<file path="src/rtl/spi_flash_loader_pkg.sv">
// Shared definitions for the SPI flash loader: SPI master register map,
// control-register layout, flash opcode, loader FSM states and helpers.
package spi_flash_loader_pkg;

    // SPI master register addresses
    localparam logic [1:0] SPI_ADDR_DATAREG = 2'd0;  // write starts a transfer
    localparam logic [1:0] SPI_ADDR_IMMDATA = 2'd1;  // last received word, no transfer
    localparam logic [1:0] SPI_ADDR_CTRLREG = 2'd2;

    // Transfer size codes held in the control register
    localparam logic [1:0] SIZE_BYTE   = 2'b00;
    localparam logic [1:0] SIZE_HALF   = 2'b01;
    localparam logic [1:0] SIZE_TRIPLE = 2'b10;
    localparam logic [1:0] SIZE_WORD   = 2'b11;

    // Control register bit positions
    localparam int CTRL_SIZE_LSB = 0;
    localparam int CTRL_SS_LSB   = 7;
    localparam int CTRL_BE_BIT   = 16;

    // Flash READ opcode
    localparam logic [7:0] SPI_CMD_READ = 8'h03;

    typedef enum logic [3:0] {
        ST_IDLE,
        ST_CFG,
        ST_CMD,
        ST_CWAIT,
        ST_DUMMY,
        ST_DWAIT,
        ST_FETCH,
        ST_STORE,
        ST_DONE
    } ld_state_e;

    // Control word: 32-bit transfers, big-endian shifting, given slave select
    function automatic logic [31:0] ctrl_word(input logic [1:0] ss);
        logic [31:0] w;
        w = '0;
        w[CTRL_SIZE_LSB +: 2] = SIZE_WORD;
        w[CTRL_SS_LSB +: 2]   = ss;
        w[CTRL_BE_BIT]        = 1'b1;
        return w;
    endfunction

    // Reverse byte order so the first byte off the wire lands in [7:0]
    function automatic logic [31:0] byte_swap32(input logic [31:0] d);
        return {d[7:0], d[15:8], d[23:16], d[31:24]};
    endfunction

endpackage

</file>
<file path="src/rtl/spi_flash_loader.sv">
// Streams word_count 32-bit words from SPI flash (READ command) into RAM by
// sequencing register accesses on the SPI master's bus port. While idle the
// CPU bus passes straight through to the master; while loading the loader
// owns the port and any CPU access is held stalled.
//
// Bus handshake (CPU side and master side alike): an access is presented when
// select is high with a non-zero we (write) or rd (read); it is accepted in
// the cycle where the matching busy (wbusy for writes, rbusy for reads) is low,
// and the initiator must hold it unchanged until then.
module spi_flash_loader
    import spi_flash_loader_pkg::*;
#(
    parameter int         MEM_AW    = 14,
    parameter int         SS_SEL    = 0,
    parameter int         BYTE_SWAP = 1,
    parameter logic [7:0] CMD_READ  = SPI_CMD_READ
) (
    input  logic              clk,
    input  logic              reset,
    input  logic              start,
    input  logic [23:0]       flash_addr,
    input  logic [MEM_AW-1:0] mem_base,
    input  logic [15:0]       word_count,
    output logic              busy,
    output logic              done,
    input  logic              cpu_select,
    input  logic [3:0]        cpu_we,
    input  logic              cpu_rd,
    input  logic [1:0]        cpu_addr,
    input  logic [31:0]       cpu_wdata,
    output logic              cpu_wbusy,
    output logic              cpu_rbusy,
    output logic [31:0]       cpu_rdata,
    output logic              spi_select,
    output logic [3:0]        spi_we,
    output logic              spi_rd,
    output logic [1:0]        spi_addr,
    output logic [31:0]       spi_wdata,
    input  logic              spi_wbusy,
    input  logic              spi_rbusy,
    input  logic [31:0]       spi_rdata,
    output logic              mem_we,
    output logic [MEM_AW-1:0] mem_waddr,
    output logic [31:0]       mem_wdata,
    output ld_state_e         dbg_state
);

    ld_state_e         state_q, state_d;
    logic [23:0]       fa_q;
    logic [MEM_AW-1:0] base_q;
    logic [15:0]       cnt_q;
    logic [15:0]       idx_q;
    logic [31:0]       data_q;
    logic              zero_done_q;

    logic              ld_select;
    logic [3:0]        ld_we;
    logic              ld_rd;
    logic [1:0]        ld_addr;
    logic [31:0]       ld_wdata;

    logic              start_load;
    logic              last_word;

    assign start_load = (state_q == ST_IDLE) && start && (word_count != 16'd0);
    assign last_word  = (idx_q == cnt_q - 16'd1);

    assign dbg_state  = state_q;
    assign busy       = (state_q != ST_IDLE) && (state_q != ST_DONE);
    assign done       = (state_q == ST_DONE) || zero_done_q;
    assign mem_we     = (state_q == ST_STORE);
    assign mem_waddr  = base_q + MEM_AW'(idx_q);
    assign mem_wdata  = data_q;

    // FSM state register
    always_ff @(posedge clk or posedge reset) begin
        if (reset) begin
            state_q <= ST_IDLE;
        end else begin
            state_q <= state_d;
        end
    end

    // Load parameters, word index and captured flash data
    always_ff @(posedge clk or posedge reset) begin
        if (reset) begin
            fa_q        <= '0;
            base_q      <= '0;
            cnt_q       <= '0;
            idx_q       <= '0;
            data_q      <= '0;
            zero_done_q <= 1'b0;
        end else begin
            zero_done_q <= (state_q == ST_IDLE) && start && (word_count == 16'd0);
            if (start_load) begin
                fa_q   <= flash_addr;
                base_q <= mem_base;
                cnt_q  <= word_count;
                idx_q  <= '0;
            end
            if (state_q == ST_FETCH) begin
                data_q <= (BYTE_SWAP != 0) ? byte_swap32(spi_rdata) : spi_rdata;
            end
            if (state_q == ST_STORE) begin
                idx_q <= idx_q + 16'd1;
            end
        end
    end

    // Next state and the loader's own SPI bus access for this cycle
    always_comb begin
        state_d   = state_q;
        ld_select = 1'b0;
        ld_we     = 4'h0;
        ld_rd     = 1'b0;
        ld_addr   = SPI_ADDR_DATAREG;
        ld_wdata  = 32'h0;
        unique case (state_q)
            ST_IDLE: begin
                if (start_load) state_d = ST_CFG;
            end
            ST_CFG: begin
                ld_select = 1'b1;
                ld_addr   = SPI_ADDR_CTRLREG;
                ld_we     = 4'b0111;
                ld_wdata  = ctrl_word(2'(SS_SEL));
                state_d   = ST_CMD;
            end
            ST_CMD: begin
                ld_select = 1'b1;
                ld_we     = 4'hF;
                ld_wdata  = {CMD_READ, fa_q};
                state_d   = ST_CWAIT;
            end
            ST_CWAIT: begin
                ld_select = 1'b1;
                if (!spi_wbusy) state_d = ST_DUMMY;
            end
            ST_DUMMY: begin
                ld_select = 1'b1;
                ld_we     = 4'hF;
                ld_wdata  = 32'hFFFF_FFFF;
                state_d   = ST_DWAIT;
            end
            ST_DWAIT: begin
                ld_select = 1'b1;
                if (!spi_wbusy) state_d = ST_FETCH;
            end
            ST_FETCH: begin
                ld_select = 1'b1;
                ld_rd     = 1'b1;
                ld_addr   = SPI_ADDR_IMMDATA;
                state_d   = ST_STORE;
            end
            ST_STORE: begin
                state_d = last_word ? ST_DONE : ST_DUMMY;
            end
            ST_DONE: begin
                state_d = ST_IDLE;
            end
            default: begin
                state_d = ST_IDLE;
            end
        endcase
    end

    // Bus ownership: CPU passes through when idle, otherwise it is stalled
    always_comb begin
        if (state_q == ST_IDLE) begin
            spi_select = cpu_select;
            spi_we     = cpu_we;
            spi_rd     = cpu_rd;
            spi_addr   = cpu_addr;
            spi_wdata  = cpu_wdata;
            cpu_wbusy  = spi_wbusy;
            cpu_rbusy  = spi_rbusy;
            cpu_rdata  = spi_rdata;
        end else begin
            spi_select = ld_select;
            spi_we     = ld_we;
            spi_rd     = ld_rd;
            spi_addr   = ld_addr;
            spi_wdata  = ld_wdata;
            cpu_wbusy  = cpu_select;
            cpu_rbusy  = cpu_select;
            cpu_rdata  = 32'h0;
        end
    end

endmodule

</file>
<file path="config.mk">
export PLATFORM = sky130hd
export DESIGN_NAME = spi_flash_loader
export DESIGN_NICKNAME = d
export VERILOG_FILES = /design/src/rtl/spi_flash_loader_pkg.sv /design/src/rtl/spi_flash_loader.sv
export SDC_FILE = /design/constraint.sdc
export NUM_CORES = 1
export LEC_CHECK = 0
export BUFFER_PORTS_ARGS = -buffer_cell sky130_fd_sc_hd__buf_2
export CAP_MARGIN = 20
export CORE_MARGIN = 2
export CORE_UTILIZATION = 30
export CTS_CLUSTER_DIAMETER = 200
export DETAILED_ROUTE_END_ITERATION = 8
export GPL_ROUTABILITY_DRIVEN = 0
export PLACE_DENSITY_LB_ADDON = 0.08
export SYNTH_ARGS = -nofsm -noshare
export SYNTH_HDL_FRONTEND = slang
export SYNTH_SLANG_ARGS = --single-unit
</file>
<file path="constraint.sdc">
create_clock -name clk -period 3.14 [get_ports clk]
set_input_delay 0.314 -clock clk [delete_from_list [all_inputs] [get_ports clk]]
set_output_delay 0.314 -clock clk [all_outputs]
set_load 0.05 [all_outputs]
</file>
## Word-level counts from Yosys, hierarchy flattened

Index checks and enable logic that the tools add are counted.

- $mul: 0
- Bitwise gates (word level): 0
- Reduce and logical (&&, ||, !) cells: 13
- Shift-type cells: 0
- Div/mod/pow operators: 0
- Eq/ne operators: 13
- Mux-type cells: 20
- $add $sub $neg: 3
- Order comparisons: 0

Operators with widths:

| cell | count |
|---|---|
| 32-bit one-hot mux with 3 select lines | 1 |
| 32-bit 2-to-1 mux | 2 |
| 16-bit 2-to-1 mux | 2 |
| 4-bit one-hot mux with 8 select lines | 1 |
| 4-bit 2-to-1 mux | 5 |
| 16-bit by 1-bit adder with 16-bit output (second input constant) | 1 |
| 16-bit == test | 1 |
| 4-bit by 3-bit == test with 1-bit output (second input constant) | 4 |
| 16-bit zero test | 1 |
| 16-bit nonzero test | 1 |
| 16-bit by 1-bit subtractor with 16-bit output (second input constant) | 1 |
| 14-bit adder | 1 |
| 4-bit by 2-bit == test with 1-bit output (second input constant) | 2 |
| 4-bit one-hot mux with 2 select lines | 1 |
| 1-bit 2-to-1 mux | 6 |
| 2-bit != test (second input constant) | 3 |
| 6-bit OR reduction | 1 |
| 4-bit by 1-bit == test with 1-bit output (second input constant) | 1 |
| 4-bit == test (second input constant) | 1 |
| 1-bit logical AND | 4 |
| 4-bit zero test | 1 |
| 4-bit != test (second input constant) | 1 |
| 2-bit one-hot mux with 2 select lines | 1 |
| 4-bit nonzero test | 1 |
| 5 further kinds | 5 |

- Latch bits: 0
- Bits of input ports: 131
- ROM bits: 0
- Output and inout port bits: 127
- Memories kept: 0
- Bits in writable memories: 0
- Flip-flop bits (word level): 107
- Word-level logic and storage cells: 56

## Depth between registers and ports, before layout

- Word-level depth: 5
- Mapped depth: 10
- Gate-level depth less buffers: 10

## Worst setup path before layout

No wires, ideal clock.

- Path kind: flip-flop to output port
- From: reg state_q[1] (netlist: dbg_state[1])
- To: out spi_wdata[19]
- Data required time: 2826 ps
- Cell stages (with the launch flop): 7
- Data arrival time: 2934 ps
- Buffers on the path: 2
- Setup slack: -108 ps
- Cell sequence: dfrtp_1 > buf_2 > nand2b_1 > nor3_1 > clkbuf_1 > nor2_1 > o21ai_0

- Longest elaborated chain between the ends: 3
- Elaborated cells on any way between the ends: 6
- Classes of those cells: eq/ne: 3; mux: 2; reduce/logical: 1

Ends and longest elaborated chain:

| item | line | RTL |
|---|---|---|
| start: declaration | spi_flash_loader.sv:48 | `ld_state_e state_q, state_d;` |
| start signal: assignment | spi_flash_loader.sv:80 | `state_q <= state_d;` |
| 4-bit by 3-bit == test with 1-bit output (tied with other cells) | spi_flash_loader.sv:118 | `unique case (state_q)` |
| 32-bit one-hot mux with 3 select lines | spi_flash_loader.sv:118 |  |
| 32-bit 2-to-1 mux * | spi_flash_loader.sv:169 | `if (state_q == ST_IDLE) begin` |
| end: declaration | spi_flash_loader.sv:38 | `output logic [31:0] spi_wdata,` |

Mark *: on every way between the ends. The rest lies on a longest branch, timed or not.

## Worst setup path after layout

- From: reg idx_q[2]
- To: out mem_waddr[10]

- Longest elaborated chain between the ends: 1

Ends and longest elaborated chain:

| item | line | RTL |
|---|---|---|
| start: declaration | spi_flash_loader.sv:52 | `logic [15:0] idx_q;` |
| start signal: assignment | spi_flash_loader.sv:105 | `idx_q <= idx_q + 16'd1;` |
| 14-bit adder | spi_flash_loader.sv:72 | `assign mem_waddr = base_q + MEM_AW'(idx_q);` |
| end: declaration | spi_flash_loader.sv:43 | `output logic [MEM_AW-1:0] mem_waddr,` |

No other way between the ends.

==> results.env <==
DIE_WIDTH_UM=147
POWER_LEAKAGE_nW=4.05
SYNTHESIS.AREA_PER_INSTANCE_UM2=9.85
CLOCK_SINK_COUNT=107
CTS_MADE_BUFFERS=9
SETUP_TNS_NS=0
CRITICAL_PATH_CELL_COUNT=9
CORE-AREA_MM2=0.0201
GRT_FIRST_PASS_WIRELENGTH_MM=28.8
POST-SYNTH-TOP-AREA-CELL='sky130_fd_sc_hd__dfrtp_1'
SWITCHING_POWER_mW=5.49
GLOBALROUTEMET2UTIL_PCT=30.1
DRT-INITIAL-DRC-COUNT=193
TIMING.CRITICAL_PATH.SLOWEST_CELL_DELAY_NS=0.47
CLOCK_PATH_BUFFERS=2
CRITICAL_PATH.MAX_FANOUT=9
CRIT_BUF_INV=1
ANTENNA_CELLS_INSERTED=0
ROUTED_VIA_DENSITY=4.75
CELLPOWERDENSITY_mW_PER_MM2=1260
DR.PASS1.ITERS=5
R2R_SETUP_SLACK_NS=0.58
SYNTHCELLS=621
SEQUENCE_OF_CELLS_ON_THE_CRITICAL_PATH='ha_1 -> nor2b_2 -> o31a_1 -> nor2_1 -> o21ai_2 -> a21bo_2 -> a21oi_1 -> xnor2_1 -> buf_4'
WL_MM=17.6
HOLD_WS_NS=0.0803
INITIAL_CORE_UTIL_PCT=30.4
MAIN_AREA_CONTRIBUTORS_AFTER_SYNTHESIS='sky130_fd_sc_hd__dfrtp_1 (44%), sky130_fd_sc_hd__mux2_2 (16%), sky130_fd_sc_hd__o21ai_0 (4.4%)'
DRC_ERRORS=0
NUMPORTBUFFERS=257
LARGEST_NET_DEGREE_AT_THE_START_OF_GLOBAL_ROUTING=66
CTS_TREE='yes'
SETUP_VIOL_COUNT_FINAL=0
SYN_NETS=768
TRANSITION_TIME_AT_THE_PIN_WITH_THE_LEAST_SLEW_MARGIN_NS=0.726
ROWS=52
YS_DOMINANT_REG_CELL='sky130_fd_sc_hd__dfrtp_1'
SYNTH-ASYNC-RESET-RATIO_PCT=100
RR_ENDPOINT='dbg_state[2]'
DIE_AREA_MM2=0.0215
FIN_SKEW_NS=0.0103
INTERNAL-POWER_mW=4.70
MAPPEDNETLISTAREA_MM2=0.00612
POST_SYNTH_EDFFS=0
POST-SYNTH-TOP-AREA-FRACTION_PCT=43.8
GRT_USAGE_PCT=16.6
SLEW_HEADROOM_PCT=51.6
WORSTSETUPPATHTYPE='register to primary output'
MIN_PERIOD_OVER_PERIOD_PCT=93.8
YS_FF_LATCH=107
SEQCELLAREA_MM2=0.00268
VDD_IR_DROP_MAX_V=0.000609
LAYOUT-DRIVE-GT1-SHARE_PCT=44.3
CTS-HTREE-LEVELS=3
IO_PINS=258
TIMING.CRITICAL_PATH.REQUIRED_NS=2.83
CRITICAL_PATH.ENDPOINT_TYPE='primary output'
SETUP_WS_NS=0.194
POSTLAYOUTCOREUTIL_PCT=40.1
PLACED_CELLS_INCL_TAPS=1126
GRT-OVFL-TOTAL=0
POWER_SWITCHING_SHARE_PCT=53.9
GRT_PASS1_VIAS=5744
LAYOUT.NETS=1015
DP_WORST_SETUP_SLACK_NS=0.241
RUN_STATUS='complete, no violations'
DRT-WIRELENGTH-PER-CELL_UM=15.4
FINISH.CELL_COUNT_WITHOUT_FILLERS=1142
CP_TOP_FAMILY='compound AO/OA/AOI/OAI gates'
NUMBER_OF_ANTENNA_VIOLATIONS_AT_THE_FIRST_CHECK_IN_GLOBAL_ROUTING=0
FMAX_MHz=339
FINALINSTANCEAREA_MM2=0.00806
CTS.ROOT.BUFFER_CELL='sky130_fd_sc_hd__clkbuf_16'
CLOCK_INSERTION_DELAY_WORST_SKEW_NS=0.35
FINAL_ANTENNA_NET_COUNT=0
TIMING.CRITICAL_PATH.SLOWEST_STAGE_CELL='sky130_fd_sc_hd__dfrtp_1'
SYN_TO_FINAL_GROWTH_PCT=31.8
FINAL-HOLD-VIOLATION-COUNT=0
POWER.SHARE.COMBINATIONAL_PCT=62.4
SHARE_SEQ_OF_TOTAL_POWER_PCT=26.1
MAX-CAP-VIOLATIONS=0
CRIT_PATH_END='mem_waddr[10]'
CRIT_PATH_TIME_FINAL_NS=2.95
SHARE_CLK_OF_TOTAL_POWER_PCT=11.4
GRT_SETUP_UNREPAIRED='no'
DPL-INSTANCE-AREA_MM2=0.00772
R2R_CELLS=9
SYNTH_COMMONEST_CELLS='sky130_fd_sc_hd__dfrtp_1 (107), sky130_fd_sc_hd__mux2_2 (86), sky130_fd_sc_hd__nand2_1 (62)'
SYNTH.MOST_COMMON_CELL='sky130_fd_sc_hd__dfrtp_1'
POST-DP-HPWL_MM=13.4
GRT.BUSIEST_LAYER='met2'
MET3_USE_GR_PCT=4.69
YS.WARNINGS.COUNT=0
CTSHOLDBUFFERS=0
GROUTE.LAYER.MET1.USAGE_PCT=19.4
HP-CLASS='input port to async pin'
DESIGN_POWER_TOTAL_mW=10.2
DIE_HEIGHT_UM=147
SYNTH_CELL_TYPES=53
YOSYSSEQAREASHARE_PCT=43.8
WORST-ENDPOINT-ARRIVAL_NS=2.63
CLKTRANSATPATHREGS_NS=0.07
FILLER_CELL_COUNT=2058
R2R_START='cnt_q[0]'
TIMING.CRITICAL_PATH.FROM='idx_q[2]'
VIAS=5423
MULTI_INPUT_COMB_AREA_MM2=0.00328
DRV_SLEW=0
STARTPOINT_TYPE='register'
-- per-layer routing --
| metal | wire [um] | share of wire [%] | vias to the layer above |
|---|---|---|---|
| met3 | 1140 | 6.5 | 16 |
| li1 | - | - | 2660 |
| met1 | 7230 | 41 | 2582 |
| met2 | 9010 | 51 | 165 |
| met5 | 0 | 0 | - |
| met4 | 221 | 1.3 | 0 |
-- layout make-up --
class	instances	area share, %
clock buffer	10	2.97
inverter	17	0.823
tap	270	4.19
multi-input combinational	466	40.7
clock inverter	5	0.776
sequential	107	33.2
timing repair buffer	267	17.3
-- what timing repair did --
| item | 4_1_cts | 5_1_grt |
|---|---|---|
| pin swaps | 0 | 0 |
| setup endpoints to repair | 4 | 5 |
| resized for setup | 5 | 6 |
| buffers inserted | 0 | 1 |
-- worst min path at each step --
stage | endpoint | slack [ns]
5_1_grt | base_q[9] | 0.15
3_5_place_dp | mem_wdata[4] | 0.49
4_1_cts | base_q[9] | 0.10
2_1_floorplan | zero_done_q | 0.42
6_report | base_q[8] | 0.08
3_3_place_gp | base_q[9] | 0.49
-- worst reg2reg max path, delay by kind of cell, from the launching register on --
family,cells,cell delay [ns]
simple gates,2,0.54
buf+inv,1,0.11
fa+ha+maj,1,0.22
compound gates,5,1.13
flops,1,0.46
-- sequential cells by signal (all words and copies together), names as in the netlist --
name,cells
zero_done_q,1
cnt_q,16
idx_q,16
mem_wdata,32
base_q,14
fa_q,24
dbg_state,4
-- cell usage in the layout, fill, tap and decap left out, types with 2 or more instances in the layout --
cell type                    instances
sky130_fd_sc_hd__nor2b_1             6
sky130_fd_sc_hd__nor3_1             10
sky130_fd_sc_hd__clkinvlp_4          2
sky130_fd_sc_hd__buf_4              10
sky130_fd_sc_hd__nor3_2              3
sky130_fd_sc_hd__or3_1               2
sky130_fd_sc_hd__o21a_1              7
sky130_fd_sc_hd__and3_1              4
sky130_fd_sc_hd__o21ai_0            36
sky130_fd_sc_hd__a211oi_1            4
sky130_fd_sc_hd__o211a_1             2
sky130_fd_sc_hd__o21bai_1            3
sky130_fd_sc_hd__a21o_1              7
sky130_fd_sc_hd__buf_2             254
sky130_fd_sc_hd__o21ai_2             2
sky130_fd_sc_hd__a21oi_1            18
sky130_fd_sc_hd__xnor2_1            19
sky130_fd_sc_hd__nor2_1             51
sky130_fd_sc_hd__o21ai_1            17
sky130_fd_sc_hd__mux2_2             86
sky130_fd_sc_hd__mux2i_1             7
sky130_fd_sc_hd__a31oi_1             2
sky130_fd_sc_hd__clkbuf_16           9
sky130_fd_sc_hd__ha_1               15
sky130_fd_sc_hd__nand3_1            19
sky130_fd_sc_hd__buf_12              2
sky130_fd_sc_hd__nor4_1              6
sky130_fd_sc_hd__inv_1              15
sky130_fd_sc_hd__a22o_1              2
sky130_fd_sc_hd__xor2_1             11
sky130_fd_sc_hd__and2_1             34
sky130_fd_sc_hd__nand4_1             6
sky130_fd_sc_hd__nand2_1            62
sky130_fd_sc_hd__dfrtp_1           106
sky130_fd_sc_hd__nand2b_1            3
-- logic make-up after synthesis --
family	count (synthesis)	synth area share, %
and+or+nand+nor	214	17.0
AOI/OAI and AO/OA	113	11.3
DFF	107	43.8
muxes	93	17.0
buffers and inverters	48	3.21
xor gates and xnor gates	30	4.30
adders and majority gates	16	3.40
-- power by group through the flow --
stage / Sequential [mW] / Combinational [mW] / Clock, mW
after detailed placement: 2.69 / 6.32 / 0
after global placement: 2.68 / 6.28 / 0
final: 2.66 / 6.36 / 1.17
after CTS: 2.68 / 6.38 / 1.22
after global routing: 2.77 / 6.82 / 1.28
after floorplan: 3.23 / 4.26 / 0
Note: power is estimated with default switching activity, not from simulation.
